### src/rtl/wb_port_arbiter_if.sv
// Writeback port arbitration bus: requester results in, grant/stall and
// register-file write controls out.
interface wb_port_arbiter_if #(
  parameter int unsigned AW = 5
);

  logic [2:0]    req;
  logic [AW-1:0] rd0;
  logic [AW-1:0] rd1;
  logic [AW-1:0] rd2;
  logic [2:0]    gnt;
  logic [2:0]    stall;
  logic [1:0]    mux_sel;
  logic          rf_we;
  logic [AW-1:0] rf_waddr;

  // Writeback sources (ALU, FPU, LSU) present results and consume grants
  modport master (
    output req, rd0, rd1, rd2,
    input  gnt, stall, mux_sel, rf_we, rf_waddr
  );

  // Arbiter side
  modport slave (
    input  req, rd0, rd1, rd2,
    output gnt, stall, mux_sel, rf_we, rf_waddr
  );

endinterface

### src/rtl/wb_port_arbiter.sv
// wb_port_arbiter: shares the single register-file write port among the ALU
// pipe (src 0), FPU (src 1) and load/store unit (src 2). One grant per cycle,
// zero-latency (outputs are combinational from req/rd and registered state).
// Default build: fixed priority 0 > 1 > 2 with per-source aging; a source
// refused MAX_WAIT times becomes urgent and outranks non-urgent sources.
// Build macro WB_ARB_RR_EN: replaces priority/aging with a 3-way round-robin.
// Writes to x0 are granted and consumed but never enable the RF write.
module wb_port_arbiter #(
  parameter int unsigned MAX_WAIT = 4,
  parameter int unsigned AW       = 5
) (
  input  logic             clk,
  input  logic             reset,
  wb_port_arbiter_if.slave bus
);

  localparam int unsigned NSRC = 3;
  localparam int unsigned CW   = 4;
  localparam int unsigned SW   = 2;

  // Aging counter is 4 bits wide and the starvation bound needs at least 2
  if (MAX_WAIT < 2 || MAX_WAIT > 15) begin : g_bad_max_wait
    $error("wb_port_arbiter: MAX_WAIT must be within 2..15");
  end

  logic [SW-1:0]   gnt_idx_c;
  logic            gnt_vld_c;
  logic [NSRC-1:0] gnt_c;
  logic [AW-1:0]   gnt_rd_c;

`ifdef WB_ARB_RR_EN

  logic [SW-1:0] ptr;
  logic [SW-1:0] cand0_c;
  logic [SW-1:0] cand1_c;
  logic [SW-1:0] cand2_c;
  logic [3:0]    req_ext_c;

  // Next source index modulo 3
  function automatic logic [SW-1:0] next_src(input logic [SW-1:0] s);
    case (s)
      2'd0:    return 2'd1;
      2'd1:    return 2'd2;
      default: return 2'd0;
    endcase
  endfunction

  // Round-robin search starting at ptr
  always_comb begin
    cand0_c   = ptr;
    cand1_c   = next_src(ptr);
    cand2_c   = next_src(cand1_c);
    req_ext_c = {1'b0, bus.req};
    gnt_vld_c = 1'b1;
    gnt_idx_c = 2'd0;
    if (req_ext_c[cand0_c]) begin
      gnt_idx_c = cand0_c;
    end else if (req_ext_c[cand1_c]) begin
      gnt_idx_c = cand1_c;
    end else if (req_ext_c[cand2_c]) begin
      gnt_idx_c = cand2_c;
    end else begin
      gnt_vld_c = 1'b0;
    end
  end

  // Pointer moves past the winner; held on idle cycles
  always_ff @(posedge clk or posedge reset) begin
    if (reset) begin
      ptr <= 2'd0;
    end else if (gnt_vld_c) begin
      ptr <= next_src(gnt_idx_c);
    end
  end

`else

  logic [NSRC-1:0][CW-1:0] wait_cnt;
  logic [NSRC-1:0]         urgent_c;

  // A requester that has been refused MAX_WAIT times is urgent
  always_comb begin
    urgent_c = '0;
    for (int i = 0; i < int'(NSRC); i++) begin
      urgent_c[i] = bus.req[i] & (wait_cnt[i] == CW'(MAX_WAIT));
    end
  end

  // Lowest-index urgent source first, else fixed priority 0 > 1 > 2
  always_comb begin
    gnt_vld_c = 1'b1;
    gnt_idx_c = 2'd0;
    if (urgent_c[0]) begin
      gnt_idx_c = 2'd0;
    end else if (urgent_c[1]) begin
      gnt_idx_c = 2'd1;
    end else if (urgent_c[2]) begin
      gnt_idx_c = 2'd2;
    end else if (bus.req[0]) begin
      gnt_idx_c = 2'd0;
    end else if (bus.req[1]) begin
      gnt_idx_c = 2'd1;
    end else if (bus.req[2]) begin
      gnt_idx_c = 2'd2;
    end else begin
      gnt_vld_c = 1'b0;
    end
  end

  // Age refused requesters (saturating); clear on grant or no request
  always_ff @(posedge clk or posedge reset) begin
    if (reset) begin
      wait_cnt <= '0;
    end else begin
      for (int i = 0; i < int'(NSRC); i++) begin
        if (bus.req[i] & ~gnt_c[i]) begin
          if (wait_cnt[i] != CW'(MAX_WAIT)) begin
            wait_cnt[i] <= wait_cnt[i] + CW'(1);
          end
        end else begin
          wait_cnt[i] <= '0;
        end
      end
    end
  end

`endif

  // One-hot grant vector from the winning index
  always_comb begin
    gnt_c = '0;
    if (gnt_vld_c) begin
      case (gnt_idx_c)
        2'd0:    gnt_c = 3'b001;
        2'd1:    gnt_c = 3'b010;
        default: gnt_c = 3'b100;
      endcase
    end
  end

  // Destination register of the winning source
  always_comb begin
    case (gnt_idx_c)
      2'd0:    gnt_rd_c = bus.rd0;
      2'd1:    gnt_rd_c = bus.rd1;
      default: gnt_rd_c = bus.rd2;
    endcase
  end

  // Port drive; reset forces everything quiet immediately, killing any write
  always_comb begin
    bus.gnt      = '0;
    bus.stall    = '0;
    bus.mux_sel  = 2'd0;
    bus.rf_we    = 1'b0;
    bus.rf_waddr = '0;
    if (!reset) begin
      bus.gnt   = gnt_c;
      bus.stall = bus.req & ~gnt_c;
      if (gnt_vld_c) begin
        bus.mux_sel  = gnt_idx_c;
        bus.rf_waddr = gnt_rd_c;
        bus.rf_we    = (gnt_rd_c != '0);
      end
    end
  end

  // The mux select is always a real source index
  a_mux_sel_legal : assert property (@(posedge clk) disable iff (reset)
    bus.mux_sel != 2'd3);

  // At most one source granted per cycle
  a_gnt_onehot : assert property (@(posedge clk) disable iff (reset)
    $onehot0(bus.gnt));

endmodule

### src/flat_wrapper.sv
// flat-port wrapper written by rule: the top's interface ports become plain ports
module wb_port_arbiter_flat 
#(
  parameter int unsigned MAX_WAIT = 4,
  parameter int unsigned AW       = 5
)
  (clk, reset, bus_req, bus_rd0, bus_rd1, bus_rd2, bus_gnt, bus_stall, bus_mux_sel, bus_rf_we, bus_rf_waddr);
  wb_port_arbiter_if #(.AW(AW)) bus_i ();
  input  logic clk;
  input  logic reset;
  input wire logic [$bits(bus_i.req)-1:0] bus_req;
  input wire logic [$bits(bus_i.rd0)-1:0] bus_rd0;
  input wire logic [$bits(bus_i.rd1)-1:0] bus_rd1;
  input wire logic [$bits(bus_i.rd2)-1:0] bus_rd2;
  output wire logic [$bits(bus_i.gnt)-1:0] bus_gnt;
  output wire logic [$bits(bus_i.stall)-1:0] bus_stall;
  output wire logic [$bits(bus_i.mux_sel)-1:0] bus_mux_sel;
  output wire logic [$bits(bus_i.rf_we)-1:0] bus_rf_we;
  output wire logic [$bits(bus_i.rf_waddr)-1:0] bus_rf_waddr;
  assign bus_i.req = bus_req;
  assign bus_i.rd0 = bus_rd0;
  assign bus_i.rd1 = bus_rd1;
  assign bus_i.rd2 = bus_rd2;
  assign bus_gnt = bus_i.gnt;
  assign bus_stall = bus_i.stall;
  assign bus_mux_sel = bus_i.mux_sel;
  assign bus_rf_we = bus_i.rf_we;
  assign bus_rf_waddr = bus_i.rf_waddr;
  wb_port_arbiter #(.MAX_WAIT(MAX_WAIT), .AW(AW)) u_core (.clk(clk), .reset(reset), .bus(bus_i));
endmodule
### config.mk
export PLATFORM = sky130hd
export DESIGN_NAME = wb_port_arbiter_flat
export DESIGN_NICKNAME = d
export VERILOG_FILES = /design/src/rtl/wb_port_arbiter_if.sv /design/src/rtl/wb_port_arbiter.sv /design/src/flat_wrapper.sv
export SDC_FILE = /design/constraint.sdc
export NUM_CORES = 1
export LEC_CHECK = 0
export BUFFER_PORTS_ARGS = -buffer_cell sky130_fd_sc_hd__buf_2
export CORE_MARGIN = 2
export CORE_UTILIZATION = 50
export CTS_BUF_LIST = sky130_fd_sc_hd__clkbuf_2
export DETAILED_ROUTE_END_ITERATION = 7
export PLACE_DENSITY = 0.8
export REMOVE_ABC_BUFFERS = 1
export SETUP_SLACK_MARGIN = 0.2
export SYNTH_ARGS = -nofsm -noshare
export SYNTH_HDL_FRONTEND = slang
export SYNTH_SLANG_ARGS = --single-unit
export TNS_END_PERCENT = 1
### constraint.sdc
create_clock -name clk -period 5.8 [get_ports clk]
set_input_delay 1.16 -clock clk [delete_from_list [all_inputs] [get_ports clk]]
set_output_delay 1.16 -clock clk [all_outputs]
set_load 0.005 [all_outputs]
Yosys cells after proc, flatten, opt, wreduce, memory -nomap -nowiden. Cells that the tools add are included.

Memories kept: 0. Bits in writable memories: 0. Register bits after elaboration: 12. ROM bits: 0. Output and inout bits: 14. Latch bits: 0. Bits of input ports: 20. Word-level logic and storage cells: 58.

Equal/unequal tests: 10. Shift-type cells: 0. Add/subtract/negate cells: 3. Div/mod/pow operators: 0. $lt $le $gt $ge: 0. Reduce and logical (&&, ||, !) cells: 2. $mul: 0. Bitwise operators: 11. Muxes and demuxes: 29.

Operators with widths (number): $mux W4 (6); $mux W2 (8); $add A4 B1 Y4 const B (3); $eq A4 B3 Y1 const B (3); $ne A4 B3 Y1 const B (3); $mux W5 (2); $pmux W5 S2 (1); $mux W3 (3); $mux W1 (8); $and A1 B1 Y1 (6); $ne A2 B2 Y1 const B (3); $pmux W3 S2 (1); $reduce_bool A5 Y1 (1); $and A3 B3 Y3 (1); $not A1 Y1 (3); $not A3 Y3 (1); $eq A2 B1 Y1 const B (1); $logic_not A2 Y1 (1).

Depth between registers and ports, before layout. Gate-level depths: netlist (run 1).

Word-level depth: 12. Gate-level depth with buffers: 7. Gate-level depth less buffers: 7.

Worst setup path after synthesis (run 1). Ideal clock, no wire load.

Path type: input -> output. Start point: input bus_req[1]. End point: output bus_rf_we. Required time: 4.640 ns. Data arrival time: 2.284 ns. Path slack: 2.356 ns. Buffers on the path: 1. Stages: 6. Cell sequence: buf_6 -> and4b_4 -> a31o_4 -> a32o_2 -> a211oi_1 -> a31oi_1.

Longest elaborated chain between the ends: 10. Elaborated cells between the ends (all ways): 17. Those cells by class: 1 x eq/ne; 13 x mux; 1 x bitwise; 2 x reduce/logical.

Ends and longest elaborated chain: start, declared (line flat_wrapper.sv:11) `input wire logic [$bits(bus_i.req)-1:0] bus_req;`; $mux W2 (line wb_port_arbiter.sv:101) `end else if (bus.req[1]) begin`; $mux W2 (line wb_port_arbiter.sv:99) `end else if (bus.req[0]) begin`; $mux W2 (line wb_port_arbiter.sv:97) `end else if (urgent_c[2]) begin`; $mux W2 (line wb_port_arbiter.sv:95) `end else if (urgent_c[1]) begin`; $mux W2 (line wb_port_arbiter.sv:93) `if (urgent_c[0]) begin`; $eq A2 B1 Y1 / $logic_not A2 Y1 (equally long branches) (line wb_port_arbiter.sv:143) `case (gnt_idx_c)`; $pmux W5 S2 (line wb_port_arbiter.sv:143); $reduce_bool A5 Y1 (line wb_port_arbiter.sv:163) `bus.rf_we = (gnt_rd_c != '0);`; $mux W1 * (line wb_port_arbiter.sv:160) `if (gnt_vld_c) begin`; $mux W1 * (line wb_port_arbiter.sv:157) `if (!reset) begin`; end, declared (line flat_wrapper.sv:18) `output wire logic [$bits(bus_i.rf_we)-1:0] bus_rf_we;`.

Mark *: on every way between the ends. The rest lies on a longest branch, timed or not.

Worst setup path after layout (run 1). Same ends and word-level chain as after synthesis.

==> results.py, run 1 <==
metrics = {
    "placement": {
        "dp_hpwl_mm": 1.75,
        "postPlaceCellArea_um2": 1130,
        "numPortBuffers": 33,
        "routabilityCongestion": 0.879,
        "dp_cells": 165,
    },
    "critical_path": {
        "cp-start-kind": "input port",
        "cp.arrival_ns": 2.65,
        "slowest_stage": "a211oi_1",
        "path_cells": "buf_2 > nand4b_1 > o2111a_2 > a211oi_1 > o221a_1 > a31oi_1 > buf_2",
        "worstPathRequired_ns": 4.64,
        "crit_fanout": 10,
        "slowest_delay_ns": 0.28,
        "crit_family": "compound AO/OA/AOI/OAI gates",
        "end_kind": "output port",
        "worst-setup-path-type": "in2out",
        "cp.buffers_inverters": 2,
        "crit_top_cell": "buf_2",
    },
    "clock_tree": {
        "postCtsHoldBufs": 0,
        "cts_tree": "built",
        "cts_buffers": 3,
        "cts_resized": 0,
        "post_cts_buffers": 0,
        "path_clk_slew_ns": 0.12,
        "max-clock-path-buffers": 2,
        "cts_max_level": 1,
        "worst_skew_pair.late_latency_ns": 0.27,
        "clkSinkCount": 12,
        "cts-root-buf": "clkbuf_2",
    },
    "synth": {
        "avgSynthCellArea_um2": 8.76,
        "synth_edf_count": 0,
        "yosys-top-cells-area": "dfrtp_1 31%, ha_1 7.9%, nor2_1 7.9%",
        "synthTopCellsByCount": "20 x nor2_1, 12 x dfrtp_1, 9 x inv_1",
        "syn_area_um2": 955,
        "synth_top_area_share_pct": 31.5,
        "ys.flop_type": "dfrtp_1",
        "synth_top_cell_by_area": "dfrtp_1",
        "async_reset_ff_share_pct": 100,
        "ys_types": 35,
        "syn_inst": 109,
        "synth-seq-area-share_pct": 31.5,
        "yosys.cell_count.top_type": "nor2_1",
        "synth-seq-cells": 12,
        "ys_warn_count": 0,
    },
    "sta": {
        "fin_skew_ns": 0.00355,
        "slew_violations": 0,
        "setup_viol": 0,
        "timing.final.crit_share_pct": 65.7,
        "final.min_clock_period_ns": 3.81,
        "fmax_mhz": 263,
        "hold_viol": 0,
        "worst_pin_slew_ns": 0.999,
        "holdWs_ns": 0.500,
        "relSlewSlack_pct": 32.9,
        "rsz0062_at_grt": "no",
        "tns_ns": 0,
    },
    "route": {
        "dr_wl_met3_um": 126,
        "ant_nets": 0,
        "m1WireLength_um": 958,
        "dr.max_layer_used": "met4",
        "wl_met2_mm": 1.01,
        "wl_mm": 2.14,
        "dr.pass1.iters": 4,
        "num_vias": 925,
        "drt_iter0_markers": 15,
        "routedWlPerCell_um": 12.7,
        "vias_per_cell": 5.47,
        "drcViolationCount": 0,
    },
    "grt": {
        "grt_pass1_vias": 829,
        "grt_pass1_wl_mm": 3.50,
        "antenna_found_initial": 0,
        "grt_max_degree": 14,
        "grt_use_total_pct": 21.8,
        "overflow": 0,
    },
    "power": {
        "ir_drop_v": 0.000108,
        "p_leak_nw": 0.615,
        "power.total_w": 0.000191,
        "power.density_nw_per_um2": 167,
    },
    "final_layout": {
        "areaGrowthSynthToFinish_pct": 20.2,
        "largest_register_ffs": 12,
        "nNetsFinal": 171,
        "instances_no_fill": 169,
        "largest_registers": "u_core.wait_cnt (12)",
        "stdcell_area_um2": 1150,
        "layout-drive-gt1-share_pct": 33.3,
        "diodes": 0,
        "top_register": "u_core.wait_cnt",
    },
    "run_status": {
        "status": "finished, final reports clean",
    },
    "floorplanning": {
        "dieArea_um2": 2270,
        "coreArea_um2": 1760,
        "start_util_pct": 54.1,
        "fp-row-count": 15,
        "die_h_um": 47.7,
        "die_width_um": 47.7,
        "ios": 34,
    },
    "run": {
        "cap_violations": 0,
    },
    "min_path": {
        "hold_class": "reg2reg",
    },
}
area by class of cell:
class / count / area, um2
clock inverters: 1 / 3.75
multi-input cells: 86 / 598
clock buffers: 3 / 15.0
inverters: 9 / 33.8
flip-flops and latches: 12 / 300
repair buffers: 33 / 165
well taps: 25 / 31.3
fillers: 176 / 617
power breakdown:
group	switching [W]	internal [W]	total (W)
sequential	0.00000430	0.0000876	0.0000919
clock	0.0000289	0.0000150	0.0000439
combinational	0.0000298	0.0000254	0.0000552
cells by family (layout without fill, tap and decap cells):
| group | Yosys count | in the layout | synth area share, % |
|---|---|---|---|
| adders and majority gates | 6 | 6 | 7.86 |
| xor gates and xnor gates | 3 | 3 | 2.75 |
| buffers and inverters | 11 | 46 | 5.90 |
| muxes | 1 | 1 | 1.18 |
| AOI/OAI and AO/OA | 28 | 28 | 23.6 |
| DFF | 12 | 12 | 31.5 |
| and+or+nand+nor | 48 | 48 | 27.3 |
path summary, 6_finish.rpt:
check	from	slack, ns	cells past startpoint	endpoint
hold reg to reg	u_core.wait_cnt[0]	0.50	1	u_core.wait_cnt[0]
hold / removal	u_core.wait_cnt[0]	0.50	1	u_core.wait_cnt[0]
max in group asynchronous	reset	4.54	2	u_core.wait_cnt[11]
setup reg to reg	u_core.wait_cnt[4]	3.98	7	u_core.wait_cnt[8]
setup / recovery	bus_req[1]	1.99	7	bus_rf_we
min in group asynchronous	reset	0.93	2	u_core.wait_cnt[3]
per-layer routing:
metal	up-vias	GRT usage, %
met5	-	0
met4	0	11.4
met3	5	2.64
met2	35	34.4
met1	419	28.9
li1	466	-
per-stage QoR:
step	util (%)	setup slack, ns
after CTS	65.0	2.02
after global placement	64.0	2.09
after floorplan	-	2.48
after detailed placement	64.0	2.03
final	65.0	1.99
after global routing	65.0	1.86
placed cells by master (no fill, tap or decap), drive strengths merged:
master / n
a22o: 1
mux2: 1
and3: 2
o2111ai: 1
o32ai: 1
a31oi: 2
and3b: 1
nand2b: 2
nor3: 3
xor2: 3
ha: 6
o221a: 1
a21oi: 8
o21ai: 3
nor2: 20
nand2: 7
a32oi: 1
nand4b: 3
o31ai: 1
a211oi: 2
buf: 33
clkbuf: 3
a21o: 2
a32o: 3
or2: 1
nand3: 6
inv: 9
dfrtp: 12
nor2b: 2
and4b: 1
clkinv: 1
a31o: 1
o2111a: 1
Note: power is estimated with default switching activity, not from simulation.
==> run 2: changes to the inputs <==
--- a/config.mk
+++ b/config.mk
@@ -7,10 +7,10 @@
 export LEC_CHECK = 0
 export BUFFER_PORTS_ARGS = -buffer_cell sky130_fd_sc_hd__buf_2
 export CORE_MARGIN = 2
-export CORE_UTILIZATION = 50
+export CORE_UTILIZATION = 46
 export CTS_BUF_LIST = sky130_fd_sc_hd__clkbuf_2
 export DETAILED_ROUTE_END_ITERATION = 7
-export PLACE_DENSITY = 0.8
+export PLACE_DENSITY = 0.78
 export REMOVE_ABC_BUFFERS = 1
 export SETUP_SLACK_MARGIN = 0.2
 export SYNTH_ARGS = -nofsm -noshare
==> constraint.sdc (replaced) <==
create_clock -name clk -period 3.09 [get_ports clk]
set_input_delay 0.618 -clock clk [delete_from_list [all_inputs] [get_ports clk]]
set_output_delay 0.618 -clock clk [all_outputs]
set_load 0.005 [all_outputs]
==> run 2 against run 1 <==
Compared with the run above:
- combinational power up 130%
- power rose by 100%
- non-clock buffer count grew 11
- worst setup slack got worse by 1.7 ns
- via count up 10%
- global-route usage about the same
- sequential power increased by 88%
- sequential share of layout area decreased by 3.0 points
- largest cell class unchanged
- largest power group unchanged
==> results.py, run 2 (synthesized netlist as in run 1, its figures left out) <==
metrics = {
    "critical_path": {
        "worstPathRequired_ns": 2.47,
        "end_kind": "output port",
        "crit_family": "compound AO/OA/AOI/OAI gates",
        "cp.arrival_ns": 2.22,
        "rrSetupSlack_ns": 1.26,
        "r2r_end": "u_core.wait_cnt[8]",
        "regToRegStartpoint": "u_core.wait_cnt[5]",
        "worst-setup-path-type": "reg2out",
        "crit_fanout": 6,
        "path_cells": "inv_1 > ha_4 > and3b_2 > o2111a_2 > a32o_2 > a211oi_2 > a31oi_1 > buf_2",
        "slowest_stage": "dfrtp_1",
        "cp.buffers_inverters": 2,
        "cp-start-kind": "register",
        "rr_worst_depth": 7,
        "slowest_delay_ns": 0.41,
    },
    "clock_tree": {
        "worst_skew_pair.late_latency_ns": 0.27,
        "cts_buffers": 3,
        "max-clock-path-buffers": 2,
        "postCtsHoldBufs": 0,
        "cts-root-buf": "clkbuf_2",
        "path_clk_slew_ns": 0.13,
        "cts_max_level": 1,
        "cts_tree": "built",
        "clkSinkCount": 12,
    },
    "placement": {
        "dp_hpwl_mm": 1.82,
        "numPortBuffers": 33,
        "routabilityCongestion": 0.923,
    },
    "sta": {
        "hold_viol": 0,
        "timing.final.crit_share_pct": 91.8,
        "fin_skew_ns": 0.00713,
        "slew_violations": 0,
        "rsz0062_at_grt": "yes",
        "relSlewSlack_pct": 29.9,
        "fmax_mhz": 353,
        "setup_viol": 0,
        "final.min_clock_period_ns": 2.84,
        "worst_pin_slew_ns": 1.04,
        "tns_ns": 0,
    },
    "grt": {
        "grt_pass1_wl_mm": 4.18,
        "grt_pass1_vias": 990,
        "grt_use_total_pct": 21.7,
        "overflow": 0,
        "antenna_found_initial": 0,
        "grt_max_degree": 14,
    },
    "route": {
        "dr.pass1.iters": 8,
        "drcViolationCount": 0,
        "wl_mm": 2.50,
        "ant_nets": 0,
        "vias_per_cell": 5.62,
        "num_vias": 1022,
        "drt_iter0_markers": 29,
        "routedWlPerCell_um": 13.7,
    },
    "run_status": {
        "status": "finished, final reports clean",
    },
    "final_layout": {
        "largest_registers": "u_core.wait_cnt (12)",
        "areaGrowthSynthToFinish_pct": 35.8,
        "layout-drive-gt1-share_pct": 43.9,
        "largest_register_ffs": 12,
        "diodes": 0,
        "final_cell_mix": "33 x buf_2, 20 x nor2_1, 12 x dfrtp_1",
        "top_register": "u_core.wait_cnt",
        "mostFrequentLayoutCell": "buf_2",
        "nNetsFinal": 182,
    },
    "run": {
        "cap_violations": 0,
    },
    "power": {
        "ir_drop_v": 0.000164,
        "p_leak_nw": 0.694,
        "power.density_nw_per_um2": 296,
        "power.total_w": 0.000383,
    },
    "min_path": {
        "hold_class": "in2async",
    },
    "floorplanning": {
        "start_util_pct": 48.7,
        "fp-row-count": 16,
        "ios": 34,
        "dieArea_um2": 2460,
        "die_width_um": 49.6,
        "die_h_um": 49.6,
        "coreArea_um2": 1960,
    },
}
run 2: layer usage:
layer / global-route usage [%] / up-vias / routed length, um
met5: 0 / - / 0
met4: 10.2 / 0 / 56
met3: 1.82 / 7 / 118
met2: 38.0 / 48 / 1280
met1: 26.8 / 480 / 1050
li1: - / 487 / -
run 2: worst register-to-register path: stages, from the launching register on:
cell and delay, ns:
dfrtp_1 0.43, inv_1 0.07, ha_2 0.18, nand4b_1 0.19, buf_4 0.20, a21oi_1 0.27
nor2_1 0.11, mux2_2 0.28
run 2: stage by stage:
step / hold WS, ns / setup slack (ns) / instance area [um2] / std cells / utilization, %
global placement: 0.477 / 0.458 / 1140 / 168 / 58.0
global route: 0.389 / 0.133 / 1300 / 182 / 66.1
floorplan: 0.453 / 0.795 / 932 / 107 / -
finish: 0.367 / 0.254 / 1300 / 182 / 66.1
CTS: 0.375 / 0.201 / 1190 / 174 / 60.6
detailed placement: 0.509 / 0.386 / 1140 / 168 / 58.0
run 2: area by class of cell:
cell class                      instances  area [um2]
Inverter                                9        33.8
Fill cell                             171         666
Timing Repair Buffer                   44         248
Sequential cell                        12         300
Clock buffer                            3        15.0
Tap cell                               27        33.8
Clock inverter                          1        3.75
Multi-Input combinational cell         86         662
run 2: worst max-delay path by stage:
| stage | startpoint | to | slack (ns) | depth (start not counted) |
|---|---|---|---|---|
| 2_1_floorplan | u_core.wait_cnt[8] | bus_rf_we | 0.79 | 7 |
| 5_1_grt | u_core.wait_cnt[9] | bus_rf_we | 0.13 | 8 |
| 6_report | u_core.wait_cnt[9] | bus_rf_we | 0.25 | 8 |
| 3_5_place_dp | bus_req[1] | bus_rf_we | 0.39 | 7 |
| 4_1_cts | u_core.wait_cnt[8] | bus_rf_we | 0.20 | 8 |
| 3_3_place_gp | bus_req[1] | bus_rf_we | 0.46 | 7 |
run 2: what timing repair did:
item | in CTS | in global routing
buffers inserted | 2 | 8
gates resized for setup | 2 | 10
pin swaps | 0 | 4
setup endpoints to repair | 1 | 5
run 2: power breakdown:
part           total [W]  internal, W  switching, W
logic           0.000127    0.0000616     0.0000657
registers       0.000173     0.000165    0.00000853
clock network  0.0000827    0.0000281     0.0000546
